--- config.mk ---
export PLATFORM = sky130hd
export DESIGN_NAME = seg_scan
export DESIGN_NICKNAME = d
export VERILOG_FILES = /design/src/rtl/seg_scan.sv
export SDC_FILE = /design/constraint.sdc
export NUM_CORES = 1
export LEC_CHECK = 0
export CAP_MARGIN = 20
export CELL_PAD_IN_SITES_DETAIL_PLACEMENT = 1
export CELL_PAD_IN_SITES_GLOBAL_PLACEMENT = 1
export CORE_ASPECT_RATIO = 1.2
export CORE_MARGIN = 10
export CORE_UTILIZATION = 40
export CTS_CLUSTER_SIZE = 10
export DETAILED_ROUTE_END_ITERATION = 12
export GPL_TIMING_DRIVEN = 1
export PLACE_DENSITY_LB_ADDON = 0.1
export RECOVER_POWER = 25
export SLEW_MARGIN = 10
export SYNTH_ARGS = -nofsm -noshare
export SYNTH_HDL_FRONTEND = slang
export SYNTH_SLANG_ARGS = --single-unit
--- constraint.sdc ---
create_clock -name clk -period 3.8 [get_ports clk]
set_input_delay 0.95 -clock clk [delete_from_list [all_inputs] [get_ports clk]]
set_output_delay 0.95 -clock clk [all_outputs]
set_load 0.05 [all_outputs]
--- src/rtl/seg_scan.sv ---
// seg_scan: four-digit multiplexed seven-segment driver.
// Latches a 16-bit word and scans its nibbles onto a shared segment bus.
// A new word only reaches the display on the digit 3->0 wrap, so a single
// scan never mixes two words.

// Per-digit hex encoder with optional blanking; one instance per digit.
module seg_scan_digit (
  input  logic [3:0] nib,
  input  logic       blank,
  input  logic       dp,
  output logic [7:0] seg
);
  logic [6:0] hex7;

  // Hex nibble to segments {g,f,e,d,c,b,a}
  always_comb begin
    hex7 = 7'h00;
    case (nib)
      4'h0: hex7 = 7'h3F;
      4'h1: hex7 = 7'h06;
      4'h2: hex7 = 7'h5B;
      4'h3: hex7 = 7'h4F;
      4'h4: hex7 = 7'h66;
      4'h5: hex7 = 7'h6D;
      4'h6: hex7 = 7'h7D;
      4'h7: hex7 = 7'h07;
      4'h8: hex7 = 7'h7F;
      4'h9: hex7 = 7'h6F;
      4'hA: hex7 = 7'h77;
      4'hB: hex7 = 7'h7C;
      4'hC: hex7 = 7'h39;
      4'hD: hex7 = 7'h5E;
      4'hE: hex7 = 7'h79;
      4'hF: hex7 = 7'h71;
      default: hex7 = 7'h00;
    endcase
  end

  // Blanked digits drop the segments but keep the decimal point
  assign seg = {dp, blank ? 7'h00 : hex7};
endmodule

module seg_scan #(
  parameter int COUNTER  = 2500,
  parameter bit BLANK_LZ = 1'b0
) (
  input  logic        clk,
  input  logic        rst,
  input  logic [15:0] value_in,
  input  logic        load,
  input  logic [3:0]  dp_mask,
  output logic [7:0]  seg_output_single,
  output logic [3:0]  seg_output_sequence,
  output logic        frame_done
);
  localparam int DIV_W = (COUNTER > 1) ? $clog2(COUNTER) : 1;
  localparam logic [DIV_W-1:0] DIV_TERM = DIV_W'(COUNTER - 1);

  logic [DIV_W-1:0]      div;
  logic [1:0]            digit;
  logic [1:0]            digit_nxt;
  logic [15:0]           pending;
  logic [15:0]           shown;
  logic [15:0]           shown_nxt;
  logic                  tick;
  logic                  wrap;
  logic [3:0]            blank;
  logic [3:0][7:0]       lane_seg;

  assign tick      = (div == DIV_TERM);
  assign wrap      = tick && (digit == 2'd3);
  assign digit_nxt = digit + 2'd1;
  // A load coinciding with the wrap goes straight to the display
  assign shown_nxt = wrap ? (load ? value_in : pending) : shown;

  // Encoders see the post-edge word so segments and enable move together
  for (genvar k = 0; k < 4; k++) begin : g_dig
    assign blank[k] = BLANK_LZ && (k != 0) && (shown_nxt[15:4*k] == '0);
    seg_scan_digit u_dig (
      .nib   (shown_nxt[4*k+3:4*k]),
      .blank (blank[k]),
      .dp    (dp_mask[k]),
      .seg   (lane_seg[k])
    );
  end

  // Slot divider, digit counter and word latches
  always_ff @(posedge clk or negedge rst) begin
    if (!rst) begin
      div     <= '0;
      digit   <= 2'd0;
      pending <= 16'h0000;
      shown   <= 16'h0000;
    end else begin
      div <= tick ? '0 : div + 1'b1;
      if (tick) digit <= digit_nxt;
      if (load) pending <= value_in;
      shown <= shown_nxt;
    end
  end

  // Registered outputs, refreshed on each slot tick
  always_ff @(posedge clk or negedge rst) begin
    if (!rst) begin
      seg_output_sequence <= 4'b0001;
      seg_output_single   <= 8'h3F;
      frame_done          <= 1'b0;
    end else begin
      frame_done <= wrap;
      if (tick) begin
        seg_output_sequence <= 4'b0001 << digit_nxt;
        seg_output_single   <= lane_seg[digit_nxt];
      end
    end
  end
endmodule

[Yosys cells after proc, flatten, opt, wreduce, memory -nomap -nowiden]
Memory sizes are Yosys's and may differ from the RTL's.
Cells that the tools add are included.
W data, S select, Z words.
Word-level totals
  word-level logic and storage cells: 23
  output and inout bits: 13
  flip-flop bits (word level): 59
  memories kept: 4
  bits of input ports: 23
  ROM bits: 448
Memory list
  (name not given): words 16, bits a word 7, rd ports 1, clocked after Yosys merged registers in 0, write ports 0, line 18  | case (nib)
  (name not given): words 16, bits a word 7, rd ports 1, clocked after Yosys merged registers in 0, write ports 0, line 18
  (name not given): words 16, bits a word 7, rd ports 1, clocked after Yosys merged registers in 0, write ports 0, line 18
  (name not given): words 16, bits a word 7, rd ports 1, clocked after Yosys merged registers in 0, write ports 0, line 18
Operators by class
  $add $sub $neg: 2
  eq/ne operators: 2
  $lt $le $gt $ge: 1
  shift operators: 1
  reduce and logical (&&, ||, !) cells: 1
  muxes and demuxes: 5
Operators by type and width (count)
  $mux W16: 2
  $bmux W8 S2: 1
  $add A12 B1 Y12 const B: 1
  $eq A12 B12 Y1 const B: 1
  $mux W12: 1
  $mux W8: 1
  $shl A1 B2 Y4 const A: 1
  $lt A2 B3 Y1 const B: 1
  $add A2 B1 Y2 const B: 1
  $eq A2 B2 Y1 const B: 1
  $logic_and A1 B1 Y1: 1

[Depth between registers and ports, before layout]
Gate-level depths: netlist of run 1.
An unclocked memory read counts as a cell.
  depth in word-level cells: 6
  mapped depth: 15

[Hierarchy]
Synthesis of run 1 repeated with hierarchy kept, for this count alone.
Second synthesis, totals
  cell total of the unflattened synthesis: 306
  area total of the unflattened synthesis: 3769.9 um^2
By module, submodules not included
  seg_scan: seq. area each 1485.2 um^2, cells an instance 172, times used 1, area an instance 2638.8 um^2
  seg_scan_digit (g_dig[2].u_dig ...): seq. area each 0.0 um^2, cells an instance 33, times used 2, area an instance 289.0 um^2
  seg_scan_digit (g_dig[0].u_dig ...): seq. area each 0.0 um^2, cells an instance 34, times used 2, area an instance 276.5 um^2

[Worst setup path before layout of run 1]
OpenSTA, ideal clock, no wires.
  path type: reg2reg
  start point: reg div[0]
  end point: reg seg_output_single[5]
  data arrival time: 3.280 ns
  data required time: 3.702 ns
  cell stages (with the launch flop): 15
  period minus slack after synthesis: 3.378 ns
  slack: 0.422 ns
  cells stage by stage: dfrtp_1 > ha_1 > nor4b_4 > nand3_4 > inv_2 > buf_6 > clkbuf_1 > buf_2 > mux2i_1 > inv_1 > ha_1 > mux2_2 > a22oi_1 > a2bb2oi_1 > o311ai_1
Between the ends
  cells in the longest elaborated chain, start to end: 6
RTL lines
  from (decl): line 59  | logic [DIV_W-1:0] div;
  from (signal assigned): line 95  | div <= tick ? '0 : div + 1'b1;
  $eq A12 B12 Y1: line 70  | assign tick = (div == DIV_TERM);
  $logic_and A1 B1 Y1: line 71  | assign wrap = tick && (digit == 2'd3);
  net wrap: line 66  | logic wrap;
  $mux W16: line 74  | assign shown_nxt = wrap ? (load ? value_in : pending) : shown;
  net g_dig[1].u_dig.nib[0]: line 8  | input logic [3:0] nib,
  $mem_v2 Z16 W7
  $bmux W8 S2: line 112  | seg_output_single <= lane_seg[digit_nxt];
  $mux W8 (implied by the code): line 112
  to (signal assigned): line 112
  to (decl): line 52  | output logic [7:0] seg_output_single,
The timed path passes the listed nets, and every way through them passes these cells. The select of a mux whose other input is x is not followed.
A chain may end at the register's enable or synchronous reset.

[Worst setup path in the final report of run 1]
  start point: in load
  end point: reg seg_output_single[1]
Between the ends
  cells in the longest elaborated chain, start to end: 5
RTL lines
  from (decl): line 50  | input logic load,
  $mux W16 (*)
  $mux W16 (*): line 74
  $mem_v2 Z16 W7
  $bmux W8 S2 (*): line 112
  $mux W8 (implied by the code) (*): line 112
Mark *: on every way between the ends. The rest lies on a longest branch, timed or not. The select of a mux whose other input is x is not followed.

==> results_dict.tcl, run 1 <==
set metrics [dict create \
    cts_setup_buffers 0 \
    synth-edff-count 0 \
    dp_hpwl_um 8150 \
    avgSynthCellArea_um2 9.60 \
    setup_viol_count_final 0 \
    die-area_um2 14100 \
    grt_setup_unrepaired "false" \
    dr.first_iter.drc_count 107 \
    p_leak_nw 2.18 \
    grt_util_all_layers 0.160 \
    clkPwrFrac 0.508 \
    fp.dieW_um 110 \
    ios 36 \
    synthArstFlopShare 1.00 \
    finalCriticalPeriod_ns 3.34 \
    end_kind "register" \
    cp.arrival_ns 3.58 \
    worstSetupPathType "in -> reg" \
    synth_seq_cells 59 \
    final_area_um2 4750 \
    initial_utilization 0.409 \
    hold_start "seg_output_sequence[0]$_DFFE_PN1N_" \
    cts_tree "done" \
    synth_cells 405 \
    numClockSinks 59 \
    route.antenna.remaining_nets 0 \
    slowest_stage "clkdlybuf4s50_1" \
    swShare 0.215 \
    ys.flop_type "dfrtp_1" \
    drv_cap 0 \
    placementRows 39 \
    grt_antenna_before_repair 0 \
    p_int_w 0.00118 \
    cts_resized 0 \
    drive_above_1_share 0.144 \
    cts_inserted_buffers 9 \
    cts_buffer_depth 2 \
    place_area_um2 4470 \
    yosysSeqAreaShare 0.382 \
    final_nets 510 \
    outcome "completed" \
    reg2reg_from "div[0]$_DFF_PN0_" \
    power.density_nw_per_um2 317 \
    max_stage_delay_ns 0.52 \
    area_growth_syn_to_layout_pct 22.1 \
    cts_root_buf "clkbuf_16" \
    core-area_um2 9520 \
    avgRoutedWirePerCell_um 18.5 \
    num_antenna_cells 0 \
    fin_worst_skew_ns 0.00535 \
    crit_buf_inv 2 \
    period_share 0.880 \
    layout_common_cells "dfrtp_1, nand2_1, ha_1, clkdlybuf4s50_1, nor2_1" \
    die_h_um 128 \
    cp.required_ns 4.04 \
    combinationalPowerShare 0.059 \
    num_vias 3175 \
    drt_first_pass_iters 4 \
    overflow 0 \
    clk_pin_slew_worst_paths_ns 0.05 \
    switching_power_w 0.000323 \
    slew_violations 0 \
    crit_fanout 16 \
    max_freq_ghz 0.299 \
    grt_pass1_wl_um 17700 \
    fin_setup_tns_ns 0 \
    h-tree-depth 3 \
    final_common_cell "dfrtp_1" \
    startpoint "load" \
    grt_max_degree 25 \
    slew_headroom 0.324 \
    drc 0 \
    yosys_warnings 0 \
    critPathLaunchType "input pin" \
    synth_cell_types 60 \
    vias_per_cell 5.46 \
    clk_latency_ns 0.33 \
    ctsHoldBuffers 0 \
    cp_top_family "compound AO/OA/AOI/OAI gates" \
    ir_drop_uv 176 \
    hold_viol 0 \
    sequentialPowerShare 0.432 \
    grt_pass1_vias 3412 \
    cp_cell_sequence "clkdlybuf4s50_1 > buf_12 > mux2_2 > mux2i_1 > ha_1 > nor2_2 > a211o_1 > a2111oi_1 > o21ai_1" \
    syn_area_um2 3890 \
    min_path_type "reg -> reg" \
    syn_nets 462 \
    routed_wl_um 10800 \
    max_slew.worst_pin.slew_ns 1.01 \
    finalWeightedCongestion 0.895 \
    portBuffers 35 \
]
## sequential cells by signal, indices dropped and copies added, names as in the netlist
| register | flops |
|---|---|
| pending | 16 |
| shown | 16 |
| div | 12 |
| seg_output_single | 8 |
| seg_output_sequence | 4 |
| digit | 2 |
| frame_done | 1 |
## cell type report
type | count | area (µm²)
clock buffer | 14 | 274
timing repair buffer | 55 | 503
sequential | 59 | 1490
tap | 123 | 154
multi-input combinational | 300 | 2210
clock inverter | 2 | 10.0
fill | 1072 | 4770
inverter | 28 | 110
## worst paths after layout
check                      cells after the start                                 end  slack (ns)
min reg2reg                                    2  seg_output_sequence[0]$_DFFE_PN1N_        0.46
max reg2reg                                   10    seg_output_single[1]$_DFFE_PN1N_        0.53
max in group asynchronous                      2               pending[12]$_DFF_PN0_        1.62
max                                            9    seg_output_single[1]$_DFFE_PN1N_        0.46
min in group asynchronous                      1                    div[2]$_DFF_PN0_        0.76
min                                            2  seg_output_sequence[0]$_DFFE_PN1N_        0.46
## tightest hold or removal path, delay by kind of cell (launching register included)
kind	cells	cell delay [ns]
flip-flops	1	0.36
AND/OR/NAND/NOR	2	0.09
## cells by family after synthesis
logic type / count (synthesis) / share of synthesized area
AO/OA/AOI/OAI: 78 / 0.142
XOR/XNOR: 12 / 0.0270
adder cells (fa/ha/maj): 34 / 0.109
buffers and inverters: 46 / 0.0492
flip-flops: 59 / 0.382
multiplexers: 42 / 0.118
AND/OR/NAND/NOR: 134 / 0.173
## power by group through the flow
stage	combinational [W]	clock (W)	sequential, W
floorplan	0.0000424	0	0.000659
global placement	0.0000905	0	0.000660
detailed placement	0.0000924	0	0.000661
CTS	0.0000928	0.000782	0.000651
global route	0.000100	0.000813	0.000651
finish	0.0000894	0.000765	0.000651
## Yosys cell counts, drive strengths merged (2+ instances only)
cell type | n | area [µm²]
nor2 | 28 | 108
a311oi | 2 | 17.5
nor4b | 2 | 47.6
a2111oi | 2 | 18.8
nand2 | 45 | 169
clkinv | 2 | 12.5
clkbuf | 12 | 45.0
nand4 | 2 | 12.5
and2 | 4 | 25.0
nand2b | 4 | 25.0
a31oi | 6 | 37.5
and3 | 7 | 43.8
dfrtp | 52 | 1300
mux2i | 24 | 244
inv | 26 | 97.6
o311ai | 4 | 35.0
dfstp | 7 | 184
nand3 | 21 | 118
mux2 | 17 | 191
buf | 6 | 36.3
ha | 34 | 425
o2111ai | 2 | 17.5
o21ai | 14 | 70.1
a21oi | 12 | 60.1
nor2b | 4 | 25.0
o211ai | 6 | 45.0
a21o | 3 | 22.5
a221oi | 3 | 26.3
nor3 | 12 | 60.1
o31ai | 3 | 22.5
a22oi | 2 | 15.0
xnor2 | 8 | 70.1
a211oi | 2 | 15.0
xor2 | 4 | 35.0
a211o | 7 | 61.3
## per-layer routing
layer	wire [µm]	up-vias	global-route usage
met4	145	0	0.0514
li1	-	1537	-
met1	4650	1580	0.186
met5	0	-	0
met3	382	15	0.0337
met2	5580	43	0.281
## stage by stage
| step | hold WS [ns] | power (W) | setup WS [ns] | cells | utilization |
|---|---|---|---|---|---|
| global placement | 0.445 | 0.000750 | 0.271 | 565 | 0.470 |
| finish | 0.461 | 0.00150 | 0.456 | 581 | 0.499 |
| global route | 0.484 | 0.00156 | 0.333 | 581 | 0.499 |
| detailed placement | 0.459 | 0.000753 | 0.156 | 565 | 0.470 |
| floorplan | 0.454 | 0.000702 | 0.422 | 405 | - |
| CTS | 0.466 | 0.00153 | 0.462 | 581 | 0.500 |
Power figures use the tool's default switching activity.
==> run 2, diff against run 1 <==
Settings changed: SETUP_SLACK_MARGIN from default to 0.4.
Clock period 3.8 ns to 4 ns, I/O delays scaled along.
==> run 2 against run 1 <==
Against the previous run:
- global-route usage rose by 0.30 points
- register-to-register slack gained 0.29 ns
- critical path depth increased by 1
- count of clock-buffer cells in the layout decreased by 2
- via count down 1.1%
==> results_dict.tcl, run 2 (synthesized netlist as in run 1, its figures left out) <==
set metrics [dict create \
    outcome "completed" \
    drt_first_pass_iters 4 \
    finalWeightedCongestion 0.829 \
    report.power.total_w 0.00146 \
    hold_slack_ns 0.470 \
    fin_worst_skew_ns 0.00749 \
    vias_per_cell 5.47 \
    setup_ws_ns 0.646 \
    dr.first_iter.drc_count 133 \
    max_slew.worst_pin.slew_ns 1.14 \
    cts_inserted_buffers 9 \
    cp_cell_sequence "clkdlybuf4s50_1 > buf_12 > mux2_2 > mux2i_1 > inv_1 > ha_1 > nand2_1 > a21oi_1 > o311a_1 > o31ai_1" \
    routed_wl_um 10600 \
    overflow 0 \
    ctsHoldBuffers 0 \
    slowest_stage "clkdlybuf4s50_1" \
    fp.dieW_um 110 \
    cp.required_ns 4.24 \
    die_h_um 128 \
    die-area_um2 14100 \
    grt_pass1_vias 3452 \
    max_stage_delay_ns 0.51 \
    end_kind "register" \
    h-tree-depth 3 \
    ios 36 \
    p_leak_nw 2.16 \
    portBuffers 35 \
    max_freq_ghz 0.298 \
    final_area_um2 4710 \
    avgRoutedWirePerCell_um 18.4 \
    fin_setup_tns_ns 0 \
    slew_headroom 0.241 \
    grt_max_degree 41 \
    clk_pin_slew_worst_paths_ns 0.05 \
    place_area_um2 4420 \
    grt_util_all_layers 0.163 \
    grt_antenna_before_repair 0 \
    grt_pass1_wl_um 17900 \
    period_share 0.839 \
    dp_hpwl_um 7910 \
    cts_tree "done" \
    drc 0 \
    finalCriticalPeriod_ns 3.35 \
    reg.largest.list "pending: 16 flops, shown: 16 flops, div: 12 flops" \
    crit_buf_inv 3 \
    clk_latency_ns 0.33 \
    power.density_nw_per_um2 311 \
    area_growth_syn_to_layout_pct 21.1 \
    hold_viol 0 \
    num_vias 3141 \
    cts_buffer_depth 2 \
    cp_top_family "buffers and inverters" \
    setup_viol_count_final 0 \
    place_ws_ns 0.301 \
    route.antenna.remaining_nets 0 \
    min_path_type "reg -> reg" \
    drive_above_1_share 0.133 \
    final_common_cell "dfrtp_1" \
    placementRows 39 \
    num_antenna_cells 0 \
    numClockSinks 59 \
    ir_drop_uv 203 \
    grt_setup_unrepaired "false" \
    critPathLaunchType "input pin" \
    cp.arrival_ns 3.59 \
    slew_violations 0 \
    drv_cap 0 \
    core-area_um2 9520 \
    initial_utilization 0.409 \
    layout_common_cells "dfrtp_1, nand2_1, ha_1, clkdlybuf4s50_1, nor2_1" \
    crit_fanout 16 \
    cts_root_buf "clkbuf_16" \
    final_nets 504 \
    worstSetupPathType "in -> reg" \
]
## run 2: cell types whose count changed in the layout (fill, tap and decap cells not counted), sizes merged
| cell | previous run | this run |
|---|---|---|
| buf | 19 | 13 |
| clkbuf | 16 | 14 |
| bufinv | 0 | 1 |
| clkinv | 4 | 5 |
| inv | 26 | 25 |
## run 2: area by class of cell
class,instances,area [µm²]
Clock buffer,12,246
Clock inverter,3,40.0
Fill cell,1089,4810
Inverter,28,111
Multi-Input combinational cell,300,2210
Sequential cell,59,1490
Tap cell,123,154
Timing Repair Buffer,49,459
## run 2: layer usage
metal	up-vias	track usage	part of all wire
met1	1566	0.195	0.44
met4	0	0.0544	0.014
li1	1520	-	-
met3	9	0.0317	0.035
met5	-	0	0
met2	46	0.280	0.51
## run 2: final timing paths
check / cells past startpoint / end / from / slack, ns
min in group asynchronous: 1 / shown[0]$_DFF_PN0_ / rst / 0.87
worst min-delay path: 2 / seg_output_sequence[0]$_DFFE_PN1N_ / seg_output_sequence[0]$_DFFE_PN1N_ / 0.47
max in group asynchronous: 2 / pending[14]$_DFF_PN0_ / rst / 1.51
worst min register to register: 2 / seg_output_sequence[0]$_DFFE_PN1N_ / seg_output_sequence[0]$_DFFE_PN1N_ / 0.47
worst max-delay path: 10 / seg_output_single[6]$_DFFE_PN0N_ / load / 0.65
worst max register to register: 10 / seg_output_single[1]$_DFFE_PN1N_ / div[0]$_DFF_PN0_ / 0.82
## run 2: power breakdown
part,switching (W),internal [W]
Combinational,0.0000448,0.0000400
Clock,0.000268,0.000493
Sequential,0.00000367,0.000614
Total,0.000317,0.00115
## run 2: what timing repair did
item,4_1_cts,5_1_grt
setup endpoints to repair,0,1
resized for setup,0,1
setup buffers,0,0
## run 2: tightest hold or removal path: cells and delay by family (launching register included)
| kind | cells | cell delay [ns] |
|---|---|---|
| flip-flops | 1 | 0.36 |
| AND/OR/NAND/NOR | 2 | 0.10 |
## run 2: per-stage QoR
| step | instances | util |
|---|---|---|
| after floorplan | 405 | - |
| after global placement | 559 | 0.465 |
| after detailed placement | 559 | 0.465 |
| after CTS | 574 | 0.495 |
| after global routing | 574 | 0.495 |
| final | 574 | 0.495 |
